File: src/rtl/riscvlong_vmemarb_pkg.sv
// riscvlong_vmemarb_pkg: shared constants, lane ID type and saturating-increment helper for the vector memory arbiter
package riscvlong_vmemarb_pkg;
    localparam int NUM_LANES = 4;
    localparam int REQ_SZ    = 67;
    localparam int RESP_SZ   = 35;
    localparam int PERF_W    = 16;
    typedef logic [1:0] lane_id_t;
    function automatic logic [PERF_W-1:0] sat_inc(input logic [PERF_W-1:0] v, input logic en);
        return (en && v != '1) ? v + 1'b1 : v;
    endfunction
endpackage

File: src/rtl/riscvlong_vmemarb_tag_fifo.sv
// riscvlong_vmemarb_tag_fifo: in-order FIFO of granted lane IDs
// Ports: clk, reset_n (async active-low), push_i/din_i, pop_i/dout_o, full_o, empty_o, count_o.
// Push when full and pop when empty are ignored.
module riscvlong_vmemarb_tag_fifo
    import riscvlong_vmemarb_pkg::*;
#(
    parameter int DEPTH = 4,
    parameter int CNT_W = $clog2(DEPTH + 1)
) (
    input  logic             clk,
    input  logic             reset_n,
    input  logic             push_i,
    input  lane_id_t         din_i,
    input  logic             pop_i,
    output lane_id_t         dout_o,
    output logic             full_o,
    output logic             empty_o,
    output logic [CNT_W-1:0] count_o
);
    localparam int PTR_W = $clog2(DEPTH);
    lane_id_t         mem_q [DEPTH];
    logic [PTR_W-1:0] wr_q, rd_q, wr_d, rd_d;
    logic [CNT_W-1:0] cnt_q, cnt_d;
    logic             do_push, do_pop;

    assign full_o  = cnt_q == CNT_W'(DEPTH);
    assign empty_o = cnt_q == '0;
    assign count_o = cnt_q;
    assign dout_o  = mem_q[rd_q];
    assign do_push = push_i & ~full_o;
    assign do_pop  = pop_i & ~empty_o;

    always_comb begin
        wr_d  = do_push ? wr_q + 1'b1 : wr_q;
        rd_d  = do_pop ? rd_q + 1'b1 : rd_q;
        cnt_d = cnt_q + CNT_W'(do_push) - CNT_W'(do_pop);
    end

    always_ff @(posedge clk or negedge reset_n) begin
        if (!reset_n) begin
            wr_q  <= '0;
            rd_q  <= '0;
            cnt_q <= '0;
            for (int i = 0; i < DEPTH; i++) mem_q[i] <= '0;
        end else begin
            wr_q  <= wr_d;
            rd_q  <= rd_d;
            cnt_q <= cnt_d;
            if (do_push) mem_q[wr_q] <= din_i;
        end
    end
endmodule

File: src/rtl/riscvlong_vec_mem_arbiter.sv
// riscvlong_vec_mem_arbiter: round-robin share of one memory port among 4 vector lanes with in-order response routing
// Ports: clk, reset_n (async active-low); lane_req_msg/val/rdy (lane side requests);
//   lane_resp_msg/val (broadcast data, one-hot valid); mem_req_msg/val/rdy, mem_resp_msg/val (memory side);
//   outstanding, idle, err (sticky: response with nothing outstanding).
// Optional macro RISCVLONG_VMEMARB_PERF_EN adds perf_grants, perf_conflicts, perf_full_stalls.
module riscvlong_vec_mem_arbiter
    import riscvlong_vmemarb_pkg::*;
#(
    parameter int REQ_SZ  = riscvlong_vmemarb_pkg::REQ_SZ,
    parameter int RESP_SZ = riscvlong_vmemarb_pkg::RESP_SZ,
    parameter int DEPTH   = 4,
    parameter int CNT_W   = $clog2(DEPTH + 1)
) (
    input  logic                        clk,
    input  logic                        reset_n,
    input  logic [NUM_LANES*REQ_SZ-1:0] lane_req_msg,
    input  logic [NUM_LANES-1:0]        lane_req_val,
    output logic [NUM_LANES-1:0]        lane_req_rdy,
    output logic [RESP_SZ-1:0]          lane_resp_msg,
    output logic [NUM_LANES-1:0]        lane_resp_val,
    output logic [REQ_SZ-1:0]           mem_req_msg,
    output logic                        mem_req_val,
    input  logic                        mem_req_rdy,
    input  logic [RESP_SZ-1:0]          mem_resp_msg,
    input  logic                        mem_resp_val,
    output logic [CNT_W-1:0]            outstanding,
    output logic                        idle,
    output logic                        err
`ifdef RISCVLONG_VMEMARB_PERF_EN
    ,
    output logic [NUM_LANES*PERF_W-1:0] perf_grants,
    output logic [PERF_W-1:0]           perf_conflicts,
    output logic [PERF_W-1:0]           perf_full_stalls
`endif
);
    lane_id_t ptr_q, ptr_d, winner, head;
    logic     err_q, err_d;
    logic     any_val, full, empty, issue, fire, resp_hit;

    // Scan from farthest to nearest offset so the nearest eligible lane wins.
    always_comb begin
        winner = ptr_q;
        for (int k = NUM_LANES - 1; k >= 0; k--)
            if (lane_req_val[ptr_q + 2'(k)]) winner = ptr_q + 2'(k);
    end

    // Combinational outputs are forced quiet while reset is held.
    assign any_val       = |lane_req_val;
    assign issue         = reset_n & any_val & ~full;
    assign fire          = issue & mem_req_rdy;
    assign resp_hit      = reset_n & mem_resp_val & ~empty;
    assign mem_req_val   = issue;
    assign mem_req_msg   = lane_req_msg[winner*REQ_SZ +: REQ_SZ];
    assign lane_req_rdy  = {3'b000, fire} << winner;
    assign lane_resp_msg = mem_resp_msg;
    assign lane_resp_val = {3'b000, resp_hit} << head;
    assign idle          = (outstanding == '0) && (lane_req_val == '0);
    assign err           = err_q;

    always_comb begin
        ptr_d = fire ? winner + 1'b1 : ptr_q;
        err_d = err_q | (mem_resp_val & empty);
    end

    always_ff @(posedge clk or negedge reset_n) begin
        if (!reset_n) begin
            ptr_q <= '0;
            err_q <= 1'b0;
        end else begin
            ptr_q <= ptr_d;
            err_q <= err_d;
        end
    end

    riscvlong_vmemarb_tag_fifo #(.DEPTH(DEPTH), .CNT_W(CNT_W)) u_tag_fifo (
        .clk     (clk),
        .reset_n (reset_n),
        .push_i  (fire),
        .din_i   (winner),
        .pop_i   (resp_hit),
        .dout_o  (head),
        .full_o  (full),
        .empty_o (empty),
        .count_o (outstanding)
    );

`ifdef RISCVLONG_VMEMARB_PERF_EN
    logic [PERF_W-1:0] grants_q [NUM_LANES];
    logic [PERF_W-1:0] conflicts_q, stalls_q;
    logic              multi;

    // Two or more bits set: clearing the lowest set bit leaves something.
    assign multi = (lane_req_val & (lane_req_val - 1'b1)) != '0;

    always_ff @(posedge clk or negedge reset_n) begin
        if (!reset_n) begin
            for (int i = 0; i < NUM_LANES; i++) grants_q[i] <= '0;
            conflicts_q <= '0;
            stalls_q    <= '0;
        end else begin
            for (int i = 0; i < NUM_LANES; i++) grants_q[i] <= sat_inc(grants_q[i], fire && winner == 2'(i));
            conflicts_q <= sat_inc(conflicts_q, multi);
            stalls_q    <= sat_inc(stalls_q, any_val & full);
        end
    end

    for (genvar g = 0; g < NUM_LANES; g++) begin : g_perf
        assign perf_grants[g*PERF_W +: PERF_W] = grants_q[g];
    end
    assign perf_conflicts   = conflicts_q;
    assign perf_full_stalls = stalls_q;
`endif
endmodule
File: config.mk
export PLATFORM = sky130hd
export DESIGN_NAME = riscvlong_vec_mem_arbiter
export DESIGN_NICKNAME = d
export VERILOG_FILES = /design/src/rtl/riscvlong_vmemarb_pkg.sv /design/src/rtl/riscvlong_vmemarb_tag_fifo.sv /design/src/rtl/riscvlong_vec_mem_arbiter.sv
export SDC_FILE = /design/constraint.sdc
export NUM_CORES = 1
export LEC_CHECK = 0
export CAP_MARGIN = 20
export CORE_AREA = 2 2 168 170
export DETAILED_ROUTE_END_ITERATION = 16
export DIE_AREA = 0 0 170 172
export PLACE_DENSITY = 0.55
export SLEW_MARGIN = 20
export SYNTH_ARGS = -nofsm -noshare
export SYNTH_HDL_FRONTEND = slang
export SYNTH_SLANG_ARGS = --single-unit
File: constraint.sdc
create_clock -name clk -period 2.6 [get_ports clk]
set_clock_uncertainty 0.1 [all_clocks]
set_input_delay 0.52 -clock clk [delete_from_list [all_inputs] [get_ports clk]]
set_output_delay 0.52 -clock clk [all_outputs]
set_load 0.02 [all_outputs]
# Word level (Yosys, flattened, before mapping)
# Cells that the tools add are included.
# classes
shift	3
mux	18
reduce_logical	5
bitwise	13
addsub	8
n_eq_ne	1
order_cmp	7
multipliers	1
# ops
operator	count
268-bit by 10-bit indexed part select with 67-bit output	1
2-bit two-way mux	7
2-bit by 3-bit < comparator with 1-bit output (second input constant)	4
2-bit by 7-bit multiplier with 9-bit output (second input constant)	1
2-bit by 1-bit adder with 2-bit output (second input constant)	4
1-bit AND	8
1-bit binary-select mux with 2-bit select	4
8-bit bitwise mux	1
1-bit by 2-bit << shifter with 4-bit output	2
3-bit greater-or-equal comparator (second input constant)	2
2-bit NOT with 3-bit output	2
2-bit adder (second input constant)	2
2-bit binary-select mux with 2-bit select	1
2-bit demux with 2-bit select	1
4-bit zero test	1
1-bit two-way mux	4
4-bit OR reduction	1
3-bit by 1-bit adder with 3-bit output	1
3-bit == test (second input constant)	1
3-bit zero test	1
3-bit by 1-bit < comparator with 1-bit output (second input constant)	1
3-bit by 1-bit subtractor with 3-bit output	1
1-bit logical AND	2
1-bit NOT	2
1-bit OR	1
# word_totals
output_inout_bits	116
in_bits	311
word_cells	65
register_bits	18

# Logic depth before layout (Yosys ltp)
# Gate-level depths: netlist of run 1.
# logic_depth
depth_word	9
mapped_depth	9
mapped_depth_nobuf	8

# Cells and area by module
# A second synthesis of run 1 with hierarchy kept.
# unflattened
cells_unflattened	513
hier_area_um2	3295.7
# by_module_without_submodules
mod	instances	cells_each	area_each_um2	seq_area_each_um2
riscvlong_vec_mem_arbiter	1	457	2534.9	75.1
riscvlong_vmemarb_tag_fifo	1	56	760.7	375.4

# Worst setup path after synthesis of run 1
# No wires, ideal clock.
# synth_path
kind	register -> register
from	register u_tag_fifo.cnt_q[1], in the netlist u_tag_fifo.count_o[1]
to	register u_tag_fifo.cnt_q[2], in the netlist u_tag_fifo.count_o[2]
arrival_time_ps	2305
setup_slack_ps	72
synth_period_minus_slack_ps	2528
n_path_buf	1
t_required_ps	2376
stages_incl_launch_ff	10
setup_time_ps	124
cell_sequence	dfrtp_1 or3_1 and3_1 clkbuf_1 ha_1 inv_1 ha_1 fa_1 xnor2_1 xnor2_1
# synth_between
elab_cells_between_ends	11
classes_between	add/sub (2); eq/ne (1); bitwise (7); reduce/logical (1)
# synth_rtl
element	line_no	source
start, declared	riscvlong_vmemarb_tag_fifo.sv:23	logic [CNT_W-1:0] cnt_q, cnt_d;
start signal, assigned	riscvlong_vmemarb_tag_fifo.sv:48	cnt_q <= cnt_d;
3-bit zero test (*)	riscvlong_vmemarb_tag_fifo.sv:27	assign empty_o = cnt_q == '0;
1-bit NOT (*)	riscvlong_vmemarb_tag_fifo.sv:31, riscvlong_vec_mem_arbiter.sv:51	
1-bit AND	riscvlong_vec_mem_arbiter.sv:51	assign resp_hit = reset_n & mem_resp_val & ~empty;
1-bit AND (*)	riscvlong_vmemarb_tag_fifo.sv:31	assign do_pop = pop_i & ~empty_o;
via u_tag_fifo.do_pop	riscvlong_vmemarb_tag_fifo.sv:24	logic do_push, do_pop;
3-bit by 1-bit subtractor with 3-bit output (*)	riscvlong_vmemarb_tag_fifo.sv:36	cnt_d = cnt_q + CNT_W'(do_push) - CNT_W'(do_pop);
via u_tag_fifo.cnt_d[2]	riscvlong_vmemarb_tag_fifo.sv:23	
# Mark *: on every way through the listed nets, which the timed path passes. The rest lies on a longest branch.
# A chain may end at the register's enable or synchronous reset.

# Final worst setup path of run 1
# layout_path
from	register ptr_q[0]
to	output mem_req_msg[46]
# layout_between
elab_chain_cells	9
elab_cells_between_ends	17
classes_between	add/sub (3); mul (1); shift (1); mux (12)
# layout_lines
element	line_no	source
start, declared	riscvlong_vec_mem_arbiter.sv:36	lane_id_t ptr_q, ptr_d, winner, head;
start signal, assigned	riscvlong_vec_mem_arbiter.sv:70	ptr_q <= ptr_d;
2-bit adder	riscvlong_vec_mem_arbiter.sv:44	if (lane_req_val[ptr_q + 2'(k)]) winner = ptr_q + 2'(k);
1-bit binary-select mux with 2-bit select	riscvlong_vec_mem_arbiter.sv:44	
1-bit two-way mux (implied by the code)	riscvlong_vec_mem_arbiter.sv:44	
2-bit two-way mux (3 in series)	riscvlong_vec_mem_arbiter.sv:44	
2-bit two-way mux (*)	riscvlong_vec_mem_arbiter.sv:44	
2-bit by 7-bit multiplier with 9-bit output (*)	riscvlong_vec_mem_arbiter.sv:53	assign mem_req_msg = lane_req_msg[winner*REQ_SZ +: REQ_SZ];
268-bit by 10-bit indexed part select with 67-bit output (*)	riscvlong_vec_mem_arbiter.sv:53	
end, declared	riscvlong_vec_mem_arbiter.sv:21	output logic [REQ_SZ-1:0] mem_req_msg,
# Mark *: on every way between the ends. The rest lies on a longest branch, timed or not. The select of a mux whose other input is x is not followed.

==> results of run 1 <==
==> Yosys cell counts (2+ instances only) <==
cell	instances	share of area
xnor2_1	5	0.013
and3_1	4	0.0077
a22oi_1	67	0.15
nand2_1	80	0.092
buf_2	27	0.042
mux2_2	8	0.028
nor2b_1	4	0.0077
mux2i_1	67	0.21
nor2_1	4	0.0046
inv_1	7	0.0081
nor3_1	2	0.0031
o21ai_0	3	0.0046
ha_1	6	0.023
buf_4	42	0.097
mux4_2	2	0.014
buf_6	2	0.0069
dfrtp_1	18	0.14
clkbuf_1	3	0.0035
a21oi_1	68	0.10
==> metrics by stage <==
stage | util | hold WS [ps] | TNS (ps) | setup WS (ps) | total power (uW)
finish | 0.3102 | 227.0 | -12840 | -267.3 | 8330
global route | 0.3102 | 252.0 | -19650 | -371.0 | 8842
CTS | 0.2915 | 384.6 | -14700 | -329.5 | 7701
detailed placement | 0.2706 | 373.1 | -69270 | -1027 | 6555
global placement | 0.2706 | 370.5 | -69550 | -1029 | 6557
floorplan | - | 124.4 | 0 | 71.57 | 3693
==> path summary, 6_finish.rpt <==
kind                                            start               endpoint  slack (ps)  cells after the start
worst min-delay path                          reset_n  u_tag_fifo.count_o[1]         230                      2
worst max register to register  u_tag_fifo.count_o[1]  u_tag_fifo.count_o[2]          90                      9
min in group clk                                  err                    err         380                      1
worst min register to register                    err                    err         380                      1
worst max-delay path                         ptr_q[0]        mem_req_msg[46]        -270                     10
max in group asynchronous                     reset_n    u_tag_fifo.mem_q[7]        1960                      2
==> power by group <==
part,internal (uW),leakage [uW],switching (uW)
Combinational,3960,0.00339,3510
Sequential,422,0.000214,104
Clock,234,0.0000442,99.5
==> worst max-delay path, delay by kind of cell, from the launching register on <==
family | cells | cell delay [ps]
flops | 1 | 400
simple gates | 1 | 140
buf+inv | 5 | 770
mux | 1 | 80
compound gates | 3 | 600
==> sequential cells by signal (all words and copies together) (netlist names) <==
signal              flops
u_tag_fifo.rd_q         2
u_tag_fifo.wr_q         2
u_tag_fifo.count_o      3
u_tag_fifo.mem_q        8
ptr_q                   2
err                     1
==> what timing repair did <==
item,CTS,global route
gates resized for setup,418,113
pin swaps,20,21
gates cloned,9,3
endpoints found under the hold margin,0,0
setup endpoints to repair,79,72
setup buffers,21,14
hold buffers,0,0
==> routing by layer <==
metal / share of wire / vias up / GRT usage
met2: 0.51 / 218 / 0.2133
met3: 0.078 / 32 / 0.02289
met5: 0 / - / 0
met4: 0.015 / 0 / 0.02192
met1: 0.40 / 2177 / 0.1373
li1: - / 2334 / -
==> kinds of logic (layout without fill, tap and decap cells) <==
family                     count (synthesis)  in the layout  share of synthesized area
muxes                                     77             77                     0.2477
DFF                                       18             18                     0.1385
AOI/OAI and AO/OA                        144            144                     0.2792
and+or+nand+nor                          101            101                     0.1312
xor gates and xnor gates                   6              6                    0.01615
buffers and inverters                     82            473                     0.1581
adders and majority gates                  7              7                    0.02923
==> final cells by class <==
cell class | count | area (um^2) | area share
multi-input combinational | 335 | 2741 | 0.3216
tap | 346 | 432.9 | 0.05079
timing repair buffer | 461 | 4780 | 0.5607
clock buffer | 4 | 88.84 | 0.01042
inverter | 8 | 30.03 | 0.003523
sequential | 18 | 451.7 | 0.05299
==> results by group, run 1 <==
Place
  – Inst Count DP: 1,128
  – DP Area: 7436 um^2
  – Dpl hpwl: 14,390 um
  – Buffers added on ports: 356
  – GPL Wtd Cong: 0.7686

Timing
  – Final worst-path cycle share: 1.103
  – FMAX: 348.8 MHz
  – Final setup violation count: 70
  – Post-route minimum period: 2867 ps
  – Worst slew margin: 0.8219
  – Worst slew pin tran: 266.1 ps
  – Final Max Tran Viols: 0
  – Final setup margin: -267.3 ps
  – Final Hold Fails: 0
  – Unrepaired setup endpoints after global routing: yes

Logic synthesis
  – Register bit total from synthesis: 18
  – EDFF count, synth: 0
  – Cells after Synth: 435
  – YS warnings: 0
  – Register area share after synthesis: 0.1385
  – Mapped cell area: 3253 um^2
  – Leading register cell type out of synthesis: dfrtp_1
  – Distinct cells, synth: 35
  – Async SR Flop Fraction: 1.000
  – Synthesized Nets: 753
  – Syn avg cell area: 7.478 um^2

Floorplan
  – Row count: 61
  – Die Height: 172 um
  – CORE AREA: 27,480 um^2
  – Io pins: 427
  – Full die area: 29,240 um^2
  – Die span in x: 170 um
  – Initial Util: 0.1184

Layout
  – Most common cell after layout, fill and taps aside: clkdlybuf4s50_1
  – Commonest cells after routing, fill and taps aside: clkdlybuf4s50_1 (274), buf_4 (94), nand2_1 (70)
  – Post-Layout Cell Count: 1,172
  – # diodes: 0
  – Final Instance Area: 8524 um^2
  – Final net count: 1,145
  – Layout area overhead: 162.0%
  – Layout filler cell count: 2,887
  – Layout cells sized above 1: 0.3329

Routing
  – ANT nets after route: 0
  – Residual DRC count: 0
  – 1st-iter DRT viols: 136
  – Routed wire length: 19,500 um
  – First drt pass iteration count: 4
  – Vias per std cell: 4.062
  – Routed WL per cell: 16.63 um
  – DR vias: 4,761

Global routing
  – Vias in the first global route: 4,699
  – GRT Total Usage: 0.1148
  – Global-route wire length before repair: 26,230 um
  – Largest net degree at the start of global routing: 38
  – Initial antenna violation count: 0
  – Total gr overflow: 0

Worst setup path
  – Crit path required time: 1980 ps
  – Critical-path top delay cell: dfrtp_1
  – Startpoint Class: register
  – CP Capture Type: output port
  – Critical path type: reg -> out
  – Crit-path max cell delay: 400 ps
  – Critical path peak fanout: 6
  – Crit-path cells: nor2b_4, a2bb2oi_2, o211ai_1, buf_4, buf_6, buf_12, buf_8, mux2i_1, a22oi_1, buf_2
  – Data arrival, critical path: 2250 ps

Job
  – Max cap viols: 0

Power
  – P_leak: 0.003647 uW
  – Max VDD drop: 0.4754 mV
  – PD cells: 977.2 nW/um^2

CTS
  – Worst-path clk slew: 50 ps
  – CTS tree: built
  – Max clock buf depth: 2
  – H-tree depth: 1
  – Clock sink count: 18
  – CTS buffer count: 3
  – Clk root buf: clkbuf_16
  – Clock latency on the worst-skew pair: 240 ps

Min path
  – Worst Hold Class: in -> async

Status
  – Status: complete, but fails checks
  – Failing checks: negative setup slack
(Power assumes the default switching activity.)
==> run 2: changes to the inputs <==
==> constraint.sdc (replaced) <==
create_clock -name clk -period 2.6 [get_ports clk]
set_clock_uncertainty 0.1 [all_clocks]
set_input_delay 0.65 -clock clk [delete_from_list [all_inputs] [get_ports clk]]
set_output_delay 0.65 -clock clk [all_outputs]
set_load 0.02 [all_outputs]
==> run 2 against run 1 <==
Effect of this change:
- the run still ends with negative setup slack left
- first-iteration DRC count decreased by 17%
- global-route usage increased by 0.31 points
- cell count increased by 0.43%
- utilization increased by 1.2 points
- sequential power decreased by 0.8%
- count of clock-buffer cells in the layout decreased by 1
- largest cell class unchanged
- largest power group unchanged
- highest routed layer unchanged
==> results by group, run 2 (synthesized netlist as in run 1, its figures left out) <==
Floorplan
  – Initial Util: 0.1184
  – Io pins: 427
  – Row count: 61
  – Full die area: 29,240 um^2
  – CORE AREA: 27,480 um^2
  – Die span in x: 170 um
  – Die Height: 172 um

Worst setup path
  – Buffers plus inverters on the worst setup path: 5
  – CP Capture Type: output port
  – Critical Path End: mem_req_msg[64]
  – Startpoint Class: primary input
  – Top Family by Delay on Critical Path: compound AO/OA/AOI/OAI gates
  – Critical-path top delay cell: a2111o_1
  – Critical path peak fanout: 6
  – Crit-path max cell delay: 490 ps
  – Worst reg-to-reg path cell count: 9
  – Worst path depth: 10
  – Crit path required time: 1850 ps
  – Cell repeated most along the worst path: buf_6
  – Data arrival, critical path: 2230 ps
  – Critical path type: in -> out
  – R2R Path End: u_tag_fifo.count_o[2]
  – Crit-path cells: buf_8, nor2b_4, a2111o_1, nand2_8, buf_6, buf_6, buf_6, a21oi_2, a22oi_2, buf_12
  – Reg-to-Reg Start: u_tag_fifo.count_o[1]
  – Reg2Reg Setup Slack: 100 ps
  – Crit path launch: lane_req_val[0]

Routing
  – Vias per std cell: 4.053
  – Routed wire length: 19,250 um
  – First drt pass iteration count: 6
  – Routed WL per cell: 16.36 um
  – ANT nets after route: 0
  – DR vias: 4,770
  – 1st-iter DRT viols: 113
  – Residual DRC count: 0

Global routing
  – Largest net degree at the start of global routing: 26
  – Total gr overflow: 0
  – Vias in the first global route: 4,951
  – GRT Total Usage: 0.1179
  – Initial antenna violation count: 0
  – Global-route wire length before repair: 26,990 um

Place
  – Buffers added on ports: 356
  – Dpl hpwl: 14,850 um
  – DP Area: 7795 um^2
  – GPL Wtd Cong: 0.7337
  – Placement Setup Slack: -1320 ps

Layout
  – Commonest cells after routing, fill and taps aside: clkdlybuf4s50_1 (274), buf_4 (82), nand2_1 (76)
  – Layout cells sized above 1: 0.3911
  – # diodes: 0
  – Final core occ: 0.3226
  – Largest register FFs: 8
  – Final Instance Area: 8864 um^2
  – Layout area overhead: 172.5%
  – Largest Register: u_tag_fifo.mem_q
  – Final net count: 1,151
  – Most common cell after layout, fill and taps aside: clkdlybuf4s50_1

Timing
  – Final Max Tran Viols: 0
  – Final hold slack: 257.9 ps
  – Final setup violation count: 73
  – Post-route minimum period: 2976 ps
  – Worst slew pin tran: 201.4 ps
  – Final Hold Fails: 0
  – Worst slew margin: 0.8619
  – FMAX: 336.0 MHz
  – Final worst-path cycle share: 1.145
  – Setup tns final: -21,940 ps
  – Final setup margin: -375.9 ps
  – Unrepaired setup endpoints after global routing: yes

CTS
  – Clk root buf: clkbuf_16
  – CTS tree: built
  – CTS buffer count: 3
  – Clock sink count: 18
  – Clock latency on the worst-skew pair: 240 ps
  – Worst-path clk slew: 50 ps
  – H-tree depth: 1
  – Cts hold-fix bufs: 0
  – Max clock buf depth: 2

Power
  – PD cells: 985.6 nW/um^2
  – P_leak: 0.003633 uW
  – Max VDD drop: 0.3532 mV

Status
  – Failing checks: negative setup slack
  – Status: complete, but fails checks

Min path
  – Worst Hold Class: in -> async

Job
  – Max cap viols: 0
## run 2: changes by cell type in the layout (fill, tap and decap cells not counted), sizes merged
cell           previous run  this run
bufbuf                    1         2
clkdlybuf4s15             0         1
clkbuf                    8        11
dlygate4sd2               7         3
buf                     174       179
dlymetal6s2s              1         0
## run 2: stage by stage
step / std cells / total power, uW
2_1_floorplan: 435 / 4131
3_3_place_gp: 1144 / 7080
3_5_place_dp: 1144 / 7093
4_1_cts: 1167 / 8173
5_1_grt: 1177 / 9318
6_report: 1177 / 8736
## run 2: worst min path at each step
stage	endpoint	slack (ps)	depth (start not counted)
2_1_floorplan	err	250	0
3_3_place_gp	err	360	1
3_5_place_dp	err	370	1
4_1_cts	err	260	1
5_1_grt	err	260	1
6_report	err	260	1
## run 2: per-layer routing
layer | wire length, um | vias to the layer above | global-route usage
met5 | 0 | - | 0
met4 | 118 | 0 | 0.01486
met3 | 1836 | 8 | 0.03433
met2 | 9874 | 239 | 0.2185
met1 | 7422 | 2175 | 0.1379
li1 | - | 2348 | -
## run 2: worst register-to-register path: cells and delay by family (launching register included)
family / cells / cell delay, ps
xor gates and xnor gates: 2 / 270
buffers and inverters: 2 / 180
DFF: 1 / 370
and+or+nand+nor: 2 / 650
adders and majority gates: 3 / 830
## run 2: cell type report
class                           count  area [um^2]
Fill cell                        2865        18610
Timing Repair Buffer              467         4856
Multi-Input combinational cell    335         3019
Sequential cell                    18        450.4
Tap cell                          346        432.9
Clock buffer                        3        75.07
Inverter                            8        30.03
## run 2: timing repair
| action | CTS | global route |
|---|---|---|
| cloned | 5 | 5 |
| resized for setup | 432 | 98 |
| pin swaps | 38 | 25 |
| setup buffers | 17 | 9 |
| setup endpoints to repair | 79 | 78 |
## run 2: power breakdown
group,switching [uW],internal [uW],leakage (uW)
Sequential,101,421,0.000215
Clock,94.3,202,0.0000370
Combinational,3660,4260,0.00338
==> run 3: changes to the inputs <==
--- a/config.mk
+++ b/config.mk
@@ -9,7 +9,10 @@
 export CORE_AREA = 2 2 168 170
 export DETAILED_ROUTE_END_ITERATION = 16
 export DIE_AREA = 0 0 170 172
+export MAX_ROUTING_LAYER = met4
 export PLACE_DENSITY = 0.55
+export SETUP_SLACK_MARGIN = 0.15
+export SKIP_CTS_REPAIR_TIMING = 1
 export SLEW_MARGIN = 20
 export SYNTH_ARGS = -nofsm -noshare
 export SYNTH_HDL_FRONTEND = slang
==> run 3 against run 2 <==
Effect of this change:
- the flow still finishes with violations (negative setup slack)
- routed wire length is 4.9% lower
- highest routed layer unchanged
- sequential share of layout area increased by 0.49 points
- power decreased by 14%
- sequential cell count stayed put
- sequential power increased by 3%
- global-route usage shrank 1.0 points
- clock power is 16% higher
- largest power group unchanged
==> results by group, run 3 (synthesized netlist as in run 1, its figures left out) <==
Status
  – Status: complete, but fails checks
  – Failing checks: negative setup slack

Worst setup path
  – Startpoint Class: register
  – Data arrival, critical path: 2250 ps
  – Critical path peak fanout: 7
  – Critical path type: reg -> out
  – Crit path required time: 1850 ps
  – CP Capture Type: output port

CTS
  – CTS buffer count: 3
  – Max clock buf depth: 2
  – Clock sink count: 18
  – Clk root buf: clkbuf_16
  – CTS tree: built
  – Clock latency on the worst-skew pair: 250 ps
  – H-tree depth: 1
  – Worst-path clk slew: 50 ps

Floorplan
  – Die Height: 172 um
  – Row count: 61
  – Initial Util: 0.1184
  – Full die area: 29,240 um^2
  – CORE AREA: 27,480 um^2
  – Io pins: 427
  – Die span in x: 170 um

Timing
  – Worst slew margin: 0.8150
  – Post-route minimum period: 3001 ps
  – Final Hold Fails: 0
  – Unrepaired setup endpoints after global routing: yes
  – Final worst-path cycle share: 1.154
  – FMAX: 333.2 MHz
  – Final Max Tran Viols: 0
  – Final setup margin: -401.0 ps
  – Final setup violation count: 71
  – Worst slew pin tran: 277.4 ps

Routing
  – DR vias: 4,639
  – Routed WL per cell: 15.98 um
  – Residual DRC count: 0
  – 1st-iter DRT viols: 117
  – First drt pass iteration count: 5
  – Routed wire length: 18,310 um
  – ANT nets after route: 0
  – Vias per std cell: 4.048

Layout
  – Largest register FFs: 8
  – Largest Register: u_tag_fifo.mem_q
  – Commonest cells after routing, fill and taps aside: clkdlybuf4s50_1 (273), nand2_1 (80), a21oi_1 (67), a22oi_2 (67), buf_4 (66)
  – Final net count: 1,118
  – Layout area overhead: 149.8%
  – Layout cells sized above 1: 0.3454
  – Most common cell after layout, fill and taps aside: clkdlybuf4s50_1

Power
  – Max VDD drop: 0.3655 mV
  – PD cells: 925.0 nW/um^2
  – P_leak: 0.003447 uW
  – Total power draw: 7516 uW

Global routing
  – Global-route wire length before repair: 23,990 um
  – Largest net degree at the start of global routing: 37
  – Vias in the first global route: 4,159
  – Total gr overflow: 0
  – Initial antenna violation count: 1
  – GRT Total Usage: 0.1079

Place
  – Buffers added on ports: 356
  – Dpl hpwl: 14,640 um
  – Placement Setup Slack: -1502 ps
  – GPL Wtd Cong: 0.7646

Min path
  – Worst Hold Class: in -> async

Job
  – Max cap viols: 0
-- run 3: changes by cell type in the layout (fill, tap and decap cells not counted), sizes merged --
cell	previous run	this run
clkbuf	11	36
clkdlybuf4s15	1	0
dlymetal6s2s	0	10
clkdlybuf4s50	274	273
diode	0	1
buf	179	119
bufbuf	2	0
dlygate4sd2	3	0
-- run 3: final cells by class --
type / count / area, um^2
Antenna cell: 1 / 2.502
Sequential cell: 18 / 452.9
Multi-Input combinational cell: 335 / 2894
Inverter: 8 / 30.03
Clock buffer: 4 / 88.84
Tap cell: 346 / 432.9
Timing Repair Buffer: 434 / 4224
Fill cell: 2929 / 19350
-- run 3: power by group --
group	switching (uW)	total, uW	internal (uW)
sequential	114	538	424
combinational	3360	6640	3280
clock	108	342	234
-- run 3: critical path, cell delays in order (launching register included) --
cell and delay (ps):
dfrtp_1 420, nor2b_4 150, a2bb2oi_2 130, o211ai_1 220, buf_4 220, clkbuf_16 190, buf_6 110, mux2i_4 290
a22oi_2 120, buf_6 140
-- run 3: worst paths after layout --
| check | endpoint | cells past startpoint | slack, ps | from |
|---|---|---|---|---|
| max | mem_req_msg[19] | 9 | -400 | ptr_q[0] |
| min | u_tag_fifo.wr_q[0] | 2 | 350 | reset_n |
| max reg2reg | u_tag_fifo.count_o[2] | 8 | 270 | u_tag_fifo.count_o[0] |
| min reg2reg | err | 1 | 370 | err |
| max in group asynchronous | u_tag_fifo.count_o[0] | 2 | 1850 | reset_n |
| min in group clk | err | 1 | 370 | err |
-- run 3: metal layers --
layer,part of all wire,vias to the layer above,GRT usage
met5,0,-,-
met4,0.0059,0,0.01338
met2,0.50,195,0.1862
met1,0.42,2148,0.1333
li1,-,2281,-
met3,0.081,15,0.02335
-- run 3: metrics by stage --
step / std cells / setup TNS (ps) / area [um^2] / util / hold slack, ps
finish: 1146 / -21870 / 8125 / 0.2957 / 354.8
global placement: 1122 / -97690 / 7725 / 0.2811 / 364.9
CTS: 1126 / -98160 / 7814 / 0.2844 / 381.1
floorplan: 435 / 0 / 3650 / - / 254.4
global route: 1146 / -27850 / 8125 / 0.2957 / 374.9
detailed placement: 1122 / -99180 / 7725 / 0.2811 / 365.3
